===== config.mk =====
export PLATFORM = sky130hd
export DESIGN_NAME = svc_sim_lifecycle
export DESIGN_NICKNAME = d
export VERILOG_FILES = /design/src/rtl/svc_sim_lifecycle.sv
export SDC_FILE = /design/constraint.sdc
export NUM_CORES = 1
export LEC_CHECK = 0
export CORE_MARGIN = 1.5
export CORE_UTILIZATION = 50
export CTS_BUF_LIST = sky130_fd_sc_hd__clkbuf_8
export CTS_CLUSTER_SIZE = 16
export DETAILED_ROUTE_END_ITERATION = 16
export DONT_BUFFER_PORTS = 1
export HOLD_SLACK_MARGIN = 0.05
export MAX_ROUTING_LAYER = met4
export PLACE_DENSITY_LB_ADDON = 0.05
export SYNTH_ARGS = -nofsm -noshare
export SYNTH_HDL_FRONTEND = slang
export SYNTH_SLANG_ARGS = --single-unit

===== constraint.sdc =====
create_clock -name clk -period 4.4 [get_ports clk]
set_clock_uncertainty 0.05 [all_clocks]
set_input_delay 0.88 -clock clk [delete_from_list [all_inputs] [get_ports clk]]
set_output_delay 0.88 -clock clk [all_outputs]
set_load 0.02 [all_outputs]

===== src/rtl/svc_sim_lifecycle.sv =====
// svc_sim_lifecycle: simulation lifecycle controller.
// Sequences the CPU reset release and runs a watchdog. It captures the
// program exit code, then drains the UART before declaring completion.
// Finally it freezes the CPU and reports pass, fail or timeout.
// Optional feature macro: SVC_SIM_HEARTBEAT_EN. When defined, each retire
// pulse clears the watchdog, so it becomes an inactivity timeout.
module svc_sim_lifecycle #(
  parameter int RESET_CYCLES    = 16,
  parameter int WATCHDOG_CYCLES = 2_000_000,
  parameter int DRAIN_CYCLES    = 100_000,
  parameter int CW              = $clog2(WATCHDOG_CYCLES + 1)
) (
  input  logic          clk,
  input  logic          rst_n,
  input  logic          exit_valid,
  input  logic [7:0]    exit_code,
  input  logic          uart_busy,
  input  logic          retire,
  output logic          cpu_rst_n,
  output logic          done,
  output logic          pass,
  output logic          timeout,
  output logic [7:0]    code,
  output logic [CW-1:0] cycles
);

  localparam int HW = $clog2(RESET_CYCLES + 1);
  localparam int DW = (DRAIN_CYCLES > 1) ? $clog2(DRAIN_CYCLES) : 1;

  localparam logic [HW-1:0] HOLD_LAST  = HW'(RESET_CYCLES);
  localparam logic [CW-1:0] WD_LAST    = CW'(WATCHDOG_CYCLES - 1);
  localparam logic [CW-1:0] CYC_MAX    = CW'(WATCHDOG_CYCLES);
  localparam logic [DW-1:0] DRAIN_LAST = DW'(DRAIN_CYCLES - 1);

  typedef enum logic [2:0] {
    S_HOLD  = 3'd0,
    S_RUN   = 3'd1,
    S_DRAIN = 3'd2,
    S_FIN   = 3'd3,
    S_TOUT  = 3'd4
  } state_t;

  state_t        state, state_nxt;
  logic [HW-1:0] hold_cnt, hold_nxt;
  logic [CW-1:0] wd_cnt, wd_nxt;
  logic [DW-1:0] drain_cnt, drain_nxt;
  logic [CW-1:0] cycles_nxt;
  logic [7:0]    code_nxt;
  logic          done_nxt, pass_nxt, timeout_nxt, cpu_rst_nxt;

`ifndef SVC_SIM_HEARTBEAT_EN
  // The watchdog is an absolute limit here, so the retire pulse is not needed.
  logic unused_retire;
  assign unused_retire = retire;
`endif

  // State and output registers; every output comes straight from a flop.
  always_ff @(posedge clk or negedge rst_n) begin
    if (!rst_n) begin
      state     <= S_HOLD;
      hold_cnt  <= '0;
      wd_cnt    <= '0;
      drain_cnt <= '0;
      cycles    <= '0;
      code      <= '0;
      done      <= 1'b0;
      pass      <= 1'b0;
      timeout   <= 1'b0;
      cpu_rst_n <= 1'b0;
    end else begin
      state     <= state_nxt;
      hold_cnt  <= hold_nxt;
      wd_cnt    <= wd_nxt;
      drain_cnt <= drain_nxt;
      cycles    <= cycles_nxt;
      code      <= code_nxt;
      done      <= done_nxt;
      pass      <= pass_nxt;
      timeout   <= timeout_nxt;
      cpu_rst_n <= cpu_rst_nxt;
    end
  end

  // Next-state, counter and registered-output logic.
  always_comb begin
    state_nxt   = state;
    hold_nxt    = hold_cnt;
    wd_nxt      = wd_cnt;
    drain_nxt   = drain_cnt;
    cycles_nxt  = cycles;
    code_nxt    = code;
    done_nxt    = done;
    pass_nxt    = pass;
    timeout_nxt = timeout;
    cpu_rst_nxt = cpu_rst_n;

    case (state)
      S_HOLD: begin
        // The CPU reset is released once RESET_CYCLES edges have elapsed in HOLD.
        if (hold_cnt == HOLD_LAST) begin
          state_nxt   = S_RUN;
          cpu_rst_nxt = 1'b1;
        end else begin
          hold_nxt = hold_cnt + 1'b1;
        end
      end

      S_RUN: begin
        cycles_nxt = (cycles == CYC_MAX) ? cycles : cycles + 1'b1;
        wd_nxt     = (wd_cnt == WD_LAST) ? wd_cnt : wd_cnt + 1'b1;
        // The exit check comes first so that it wins a tie with watchdog expiry.
        if (exit_valid) begin
          code_nxt  = exit_code;
          drain_nxt = '0;
          state_nxt = S_DRAIN;
        end
`ifdef SVC_SIM_HEARTBEAT_EN
        else if (retire) begin
          wd_nxt = '0;
        end
`endif
        else if (wd_cnt == WD_LAST) begin
          state_nxt   = S_TOUT;
          done_nxt    = 1'b1;
          pass_nxt    = 1'b0;
          timeout_nxt = 1'b1;
          code_nxt    = 8'hFF;
          cpu_rst_nxt = 1'b0;
        end
      end

      S_DRAIN: begin
        // Wait for the UART to go idle, but never longer than DRAIN_CYCLES.
        if (!uart_busy || (drain_cnt == DRAIN_LAST)) begin
          state_nxt   = S_FIN;
          done_nxt    = 1'b1;
          pass_nxt    = (code == 8'h00);
          timeout_nxt = 1'b0;
          cpu_rst_nxt = 1'b0;
        end else begin
          drain_nxt = drain_cnt + 1'b1;
        end
      end

      S_FIN, S_TOUT: begin
        // Terminal states: everything is held until rst_n.
      end

      default: begin
        state_nxt = S_HOLD;
      end
    endcase
  end

endmodule


# ---- Word level (Yosys, flattened, before mapping)
# Cells that the tools add are included.
dict set report classes {
  addsub 4
  eq_ne 15
  mux 22
  n_bitwise 4
  n_reduce_logical 16
}
# op count
set ops {}
lappend ops {{21-bit by 1-bit adder with 21-bit output (second input constant)} 2}
lappend ops {{21-bit == test (second input constant)} 2}
lappend ops {{17-bit 2-to-1 mux} 2}
lappend ops {{17-bit case mux with 2 select lines} 1}
lappend ops {{17-bit by 1-bit adder with 17-bit output (second input constant)} 1}
lappend ops {{17-bit == test (second input constant)} 1}
lappend ops {{8-bit 2-to-1 mux} 2}
lappend ops {{3-bit 2-to-1 mux} 4}
lappend ops {{2-bit inequality test (second input constant)} 6}
lappend ops {{3-bit case mux with 4 select lines} 1}
lappend ops {{8-bit logical NOT} 1}
lappend ops {{1-bit 2-to-1 mux} 8}
lappend ops {{2-bit AND reduction} 4}
lappend ops {{4-bit AND reduction} 2}
lappend ops {{3-bit by 2-bit == test with 1-bit output (second input constant)} 2}
lappend ops {{1-bit case mux with 2 select lines} 3}
lappend ops {{5-bit by 1-bit adder with 5-bit output (second input constant)} 1}
lappend ops {{5-bit == test (second input constant)} 1}
lappend ops {{5-bit AND reduction} 1}
lappend ops {{1-bit inverter} 4}
lappend ops {{2-bit nonzero test} 2}
lappend ops {{3-bit by 1-bit == test with 1-bit output (second input constant)} 1}
lappend ops {{3-bit == test (second input constant)} 1}
lappend ops {{3-bit logical NOT} 1}
lappend ops {{other kinds (7)} 7}
dict set report word_totals {
  regBits 79
  output_inout_bits 33
}

# ---- Longest topological paths before layout
dict set report logic_depth {
  word_depth 4
  mapped_depth 8
}

# ---- Worst setup path before layout
# OpenSTA, ideal clock, no wires.
dict set report synth_timing {
  path_type {register -> register}
  start {register hold_cnt[0]}
  end {register cpu_rst_n}
  setup_ns 0.125
  arrival_ns 1.782
  t_required_ns 4.225
  path_slack_ns 2.443
  path_stages_with_launch 8
  path_buffers 0
  synth_period_minus_slack_ns 1.957
  cell_sequence {dfrtp_1 inv_1 ha_1 nand2_1 nor3_1 nor4_1 nand4b_1 mux2_2}
}
dict set report synth_between {
  elab_chain_cells 3
}
# item line
set synth_lines {}
lappend synth_lines {{from (decl)} 44} ;# logic [HW-1:0] hold_cnt, hold_nxt;
lappend synth_lines {{from (signal assigned)} 72} ;# hold_cnt <= hold_nxt;
lappend synth_lines {{5-bit == test} 100} ;# if (hold_cnt == HOLD_LAST) begin
lappend synth_lines {{2-bit inequality test (no source line)} -}
lappend synth_lines {{5-bit AND reduction (no source line)} -}
lappend synth_lines {{to (signal assigned)} 80} ;# cpu_rst_n <= cpu_rst_nxt;
lappend synth_lines {{to (decl)} 19} ;# output logic cpu_rst_n,
# No other way between the ends.
# A chain may end at the register's enable or synchronous reset.

# ---- Worst setup path after layout
dict set report layout_timing {
  start {register drain_cnt[0]}
  end {register pass}
}
dict set report layout_between {
  elab_chain_cells 4
}
# item line
set layout_lines {}
lappend layout_lines {{from (decl)} 46} ;# logic [DW-1:0] drain_cnt, drain_nxt;
lappend layout_lines {{from (signal assigned)} 74} ;# drain_cnt <= drain_nxt;
lappend layout_lines {{17-bit == test} 134} ;# if (!uart_busy || (drain_cnt == DRAIN_LAST)) begin
lappend layout_lines {{1-bit logical OR} 134}
lappend layout_lines {{2-bit inequality test (no source line)} -}
lappend layout_lines {{4-bit AND reduction (no source line)} -}
lappend layout_lines {{to (signal assigned)} 78} ;# pass <= pass_nxt;
lappend layout_lines {{to (decl)} 21} ;# output logic pass,
# No other way between the ends.

==> metrics.csv <==
metric;value;unit
DRT iter0 DRCs;112;
I/O pin cnt;46;
clock sink total;79;
Yosys cell types;55;
CP Launch Type;flop;
Post-CTS Setup Inserts;0;
antenna diode count;0;
Seq/Total Area, Yosys;0.5021;
worst-path maximum fanout;15;
Post-synth EDFFs;0;
Cell Chain, Critical Path;ha_1 > and4_1 > and4_4 > or2_1 > o2111ai_2 > mux2_4;
Syn. warnings;0;
Critical Path RT;4590;ps
FMAX;0.4214;GHz
final max-slew violation count;0;
fin nets;384;
commonest non-fill, non-tap cell in the layout;dfrtp_1;
DIE AREA;8416;um2
post-DR wirelength/cell;15.52;um
grt total ovfl;0;
die width;91.74;um
synthesized net count;387;
final clock period utilization by the worst path;0.5394;
Pwr per Cell Area;292.7;nW/um2
Post-CTS Resized;0;
clk_lat worst skew;340;ps
Crit. End Element;flop;
Async S/R FF share, synth;1.000;
Setup TNS;0;ps
max_cap viols;0;
peak supply drop;0.1544;mV
setup violators final;0;
hold_buf cts;0;
Initial Utilization;0.5122;
Buf/Inv on CP;0;
vias per cell;5.706;
RSZ-0062 raised after global routing;false;
crit path time final;2373;ps
Num CTS Buffers;9;
routed vias;2693;
cells after synthesis;368;
clk root buf;clkbuf_8;
Final Hold Fails;0;
DRT antenna net count;0;
most frequent cells in the layout;79 x dfrtp_1, 34 x xnor2_1, 33 x nand2_1;
FF+latch count, synth;79;
Area Overhead vs Synth;5.243;%
Slew HR;0.2805;
PortBufs;0;
Design Area, Final;4144;um2
critical path class;reg2reg;
first-pass GRT wire length;12.78;mm
TritonRoute pass-1 iters;4;
delay-heaviest family, CP;simple AND/OR/NAND/NOR gates;
antenna violations before repair;0;
routed wire length;7.327;mm
area of the multi-input gates;1829;um2
status;finished, final reports clean;
DP HPWL;5.020;mm
H-tree Lvls;3;
Die Y;91.74;um
Post-Syn Area;3938;um2
DRC;0;
Worst-Margin Slew;1069;ps
vias in the first global route;2605;
CP peak stage delay;480;ps
num rows;32;
Primary FF master, synth;dfrtp_1;
Core Area;7687;um2
critical path data arrival time;2560;ps
clock tree buffer depth;2;
Worst-path clk slew;90;ps
critical path's slowest cell;or2_1;
final weighted congestion of routability-driven global placement;0.7562;
placed standard-cell area;3964;um2
Syn Area/Cell;10.70;um2
Reg area;1977;um2
Hold Crit Class;in2async;
CTS tree;yes;
total track usage;0.1976;
leakage;1.807;nW
Fillers;716;
share of cells above drive strength 1;0.1054;
pin count of the biggest net entering global routing;80;
-- Yosys cell counts, types with 4 or more instances --
cell      number  area [um2]
xor2_1        11       96.34
nand4_1       20       125.1
nand3_1       25       125.1
buf_6          5       56.30
nand2_1       33       123.9
o22a_1         8       70.07
ha_1           6       75.07
xnor2_1       34       297.8
a31oi_1        6       37.54
and3_1        13       81.33
nor2_1        21       78.83
a21oi_1        7       35.03
nor3_1         6       30.03
nor4_1         6       37.54
inv_1          7       26.28
o21ai_0       17       85.08
dfrtp_1       79        1977
and4_1         4       35.03
clkbuf_1       4       15.01
-- report_power, final --
part	switching, mW	internal [mW]
combinational	0.000128	0.000454
clock	0.278	0.209
sequential	0	0.725
total	0.278	0.935
-- through the flow --
step	setup WS [ps]	util	cells	hold WS [ps]	power (mW)
2_1_floorplan	2443	-	368	387.7	0.7405
3_3_place_gp	2074	0.5156	456	405.0	0.7405
3_5_place_dp	2045	0.5156	456	407.2	0.7405
4_1_cts	2020	0.5391	472	152.1	1.233
5_1_grt	1755	0.5391	472	143.2	1.264
6_report	2027	0.5391	472	177.1	1.213
-- final cells by class --
cell class              instances  share of cell area
flip-flops and latches         79              0.4771
multi-input cells             267              0.4414
well taps                     102             0.03080
clock buffers                   9             0.02989
clock inverters                 7             0.01359
inverters                       8            0.007246
-- registers in the layout, indices dropped and copies added (netlist names) --
register / flops
code: 8
cpu_rst_n: 1
cycles: 21
done: 1
drain_cnt: 17
hold_cnt: 5
pass: 1
state: 3
timeout: 1
wd_cnt: 21
-- worst paths after layout --
check | from | to | slack (ps) | cells after the start
min in group clk | wd_cnt[19] | wd_cnt[19] | 420 | 1
max in group asynchronous | rst_n | wd_cnt[2] | 3990 | 0
setup / recovery | drain_cnt[0] | pass | 2030 | 6
setup reg to reg | drain_cnt[0] | pass | 2030 | 6
hold reg to reg | wd_cnt[19] | wd_cnt[19] | 420 | 1
hold / removal | rst_n | wd_cnt[19] | 180 | 0
-- logic make-up after synthesis --
family	after synthesis	synth area share
AOI/OAI and AO/OA	55	0.09660
and+or+nand+nor	158	0.2393
buffers and inverters	22	0.03336
muxes	3	0.009531
DFF	79	0.5021
xor gates and xnor gates	45	0.1001
adders and majority gates	6	0.01907
-- routing by layer --
| metal | up-vias | global-route usage | wire [um] |
|---|---|---|---|
| met3 | 11 | 0.05473 | 252 |
| li1 | 1322 | - | - |
| met2 | 40 | 0.2861 | 3321 |
| met1 | 1320 | 0.2709 | 3640 |
| met4 | 0 | 0.06282 | 113 |
| met5 | - | - | 0 |
-- worst reg2reg max path: stages (launching register included) --
cell       delay (ps)
dfrtp_1           390
ha_1              240
and4_1            260
and4_4            260
or2_1             490
o2111ai_2         240
mux2_4            330
(Power assumes the default switching activity.)
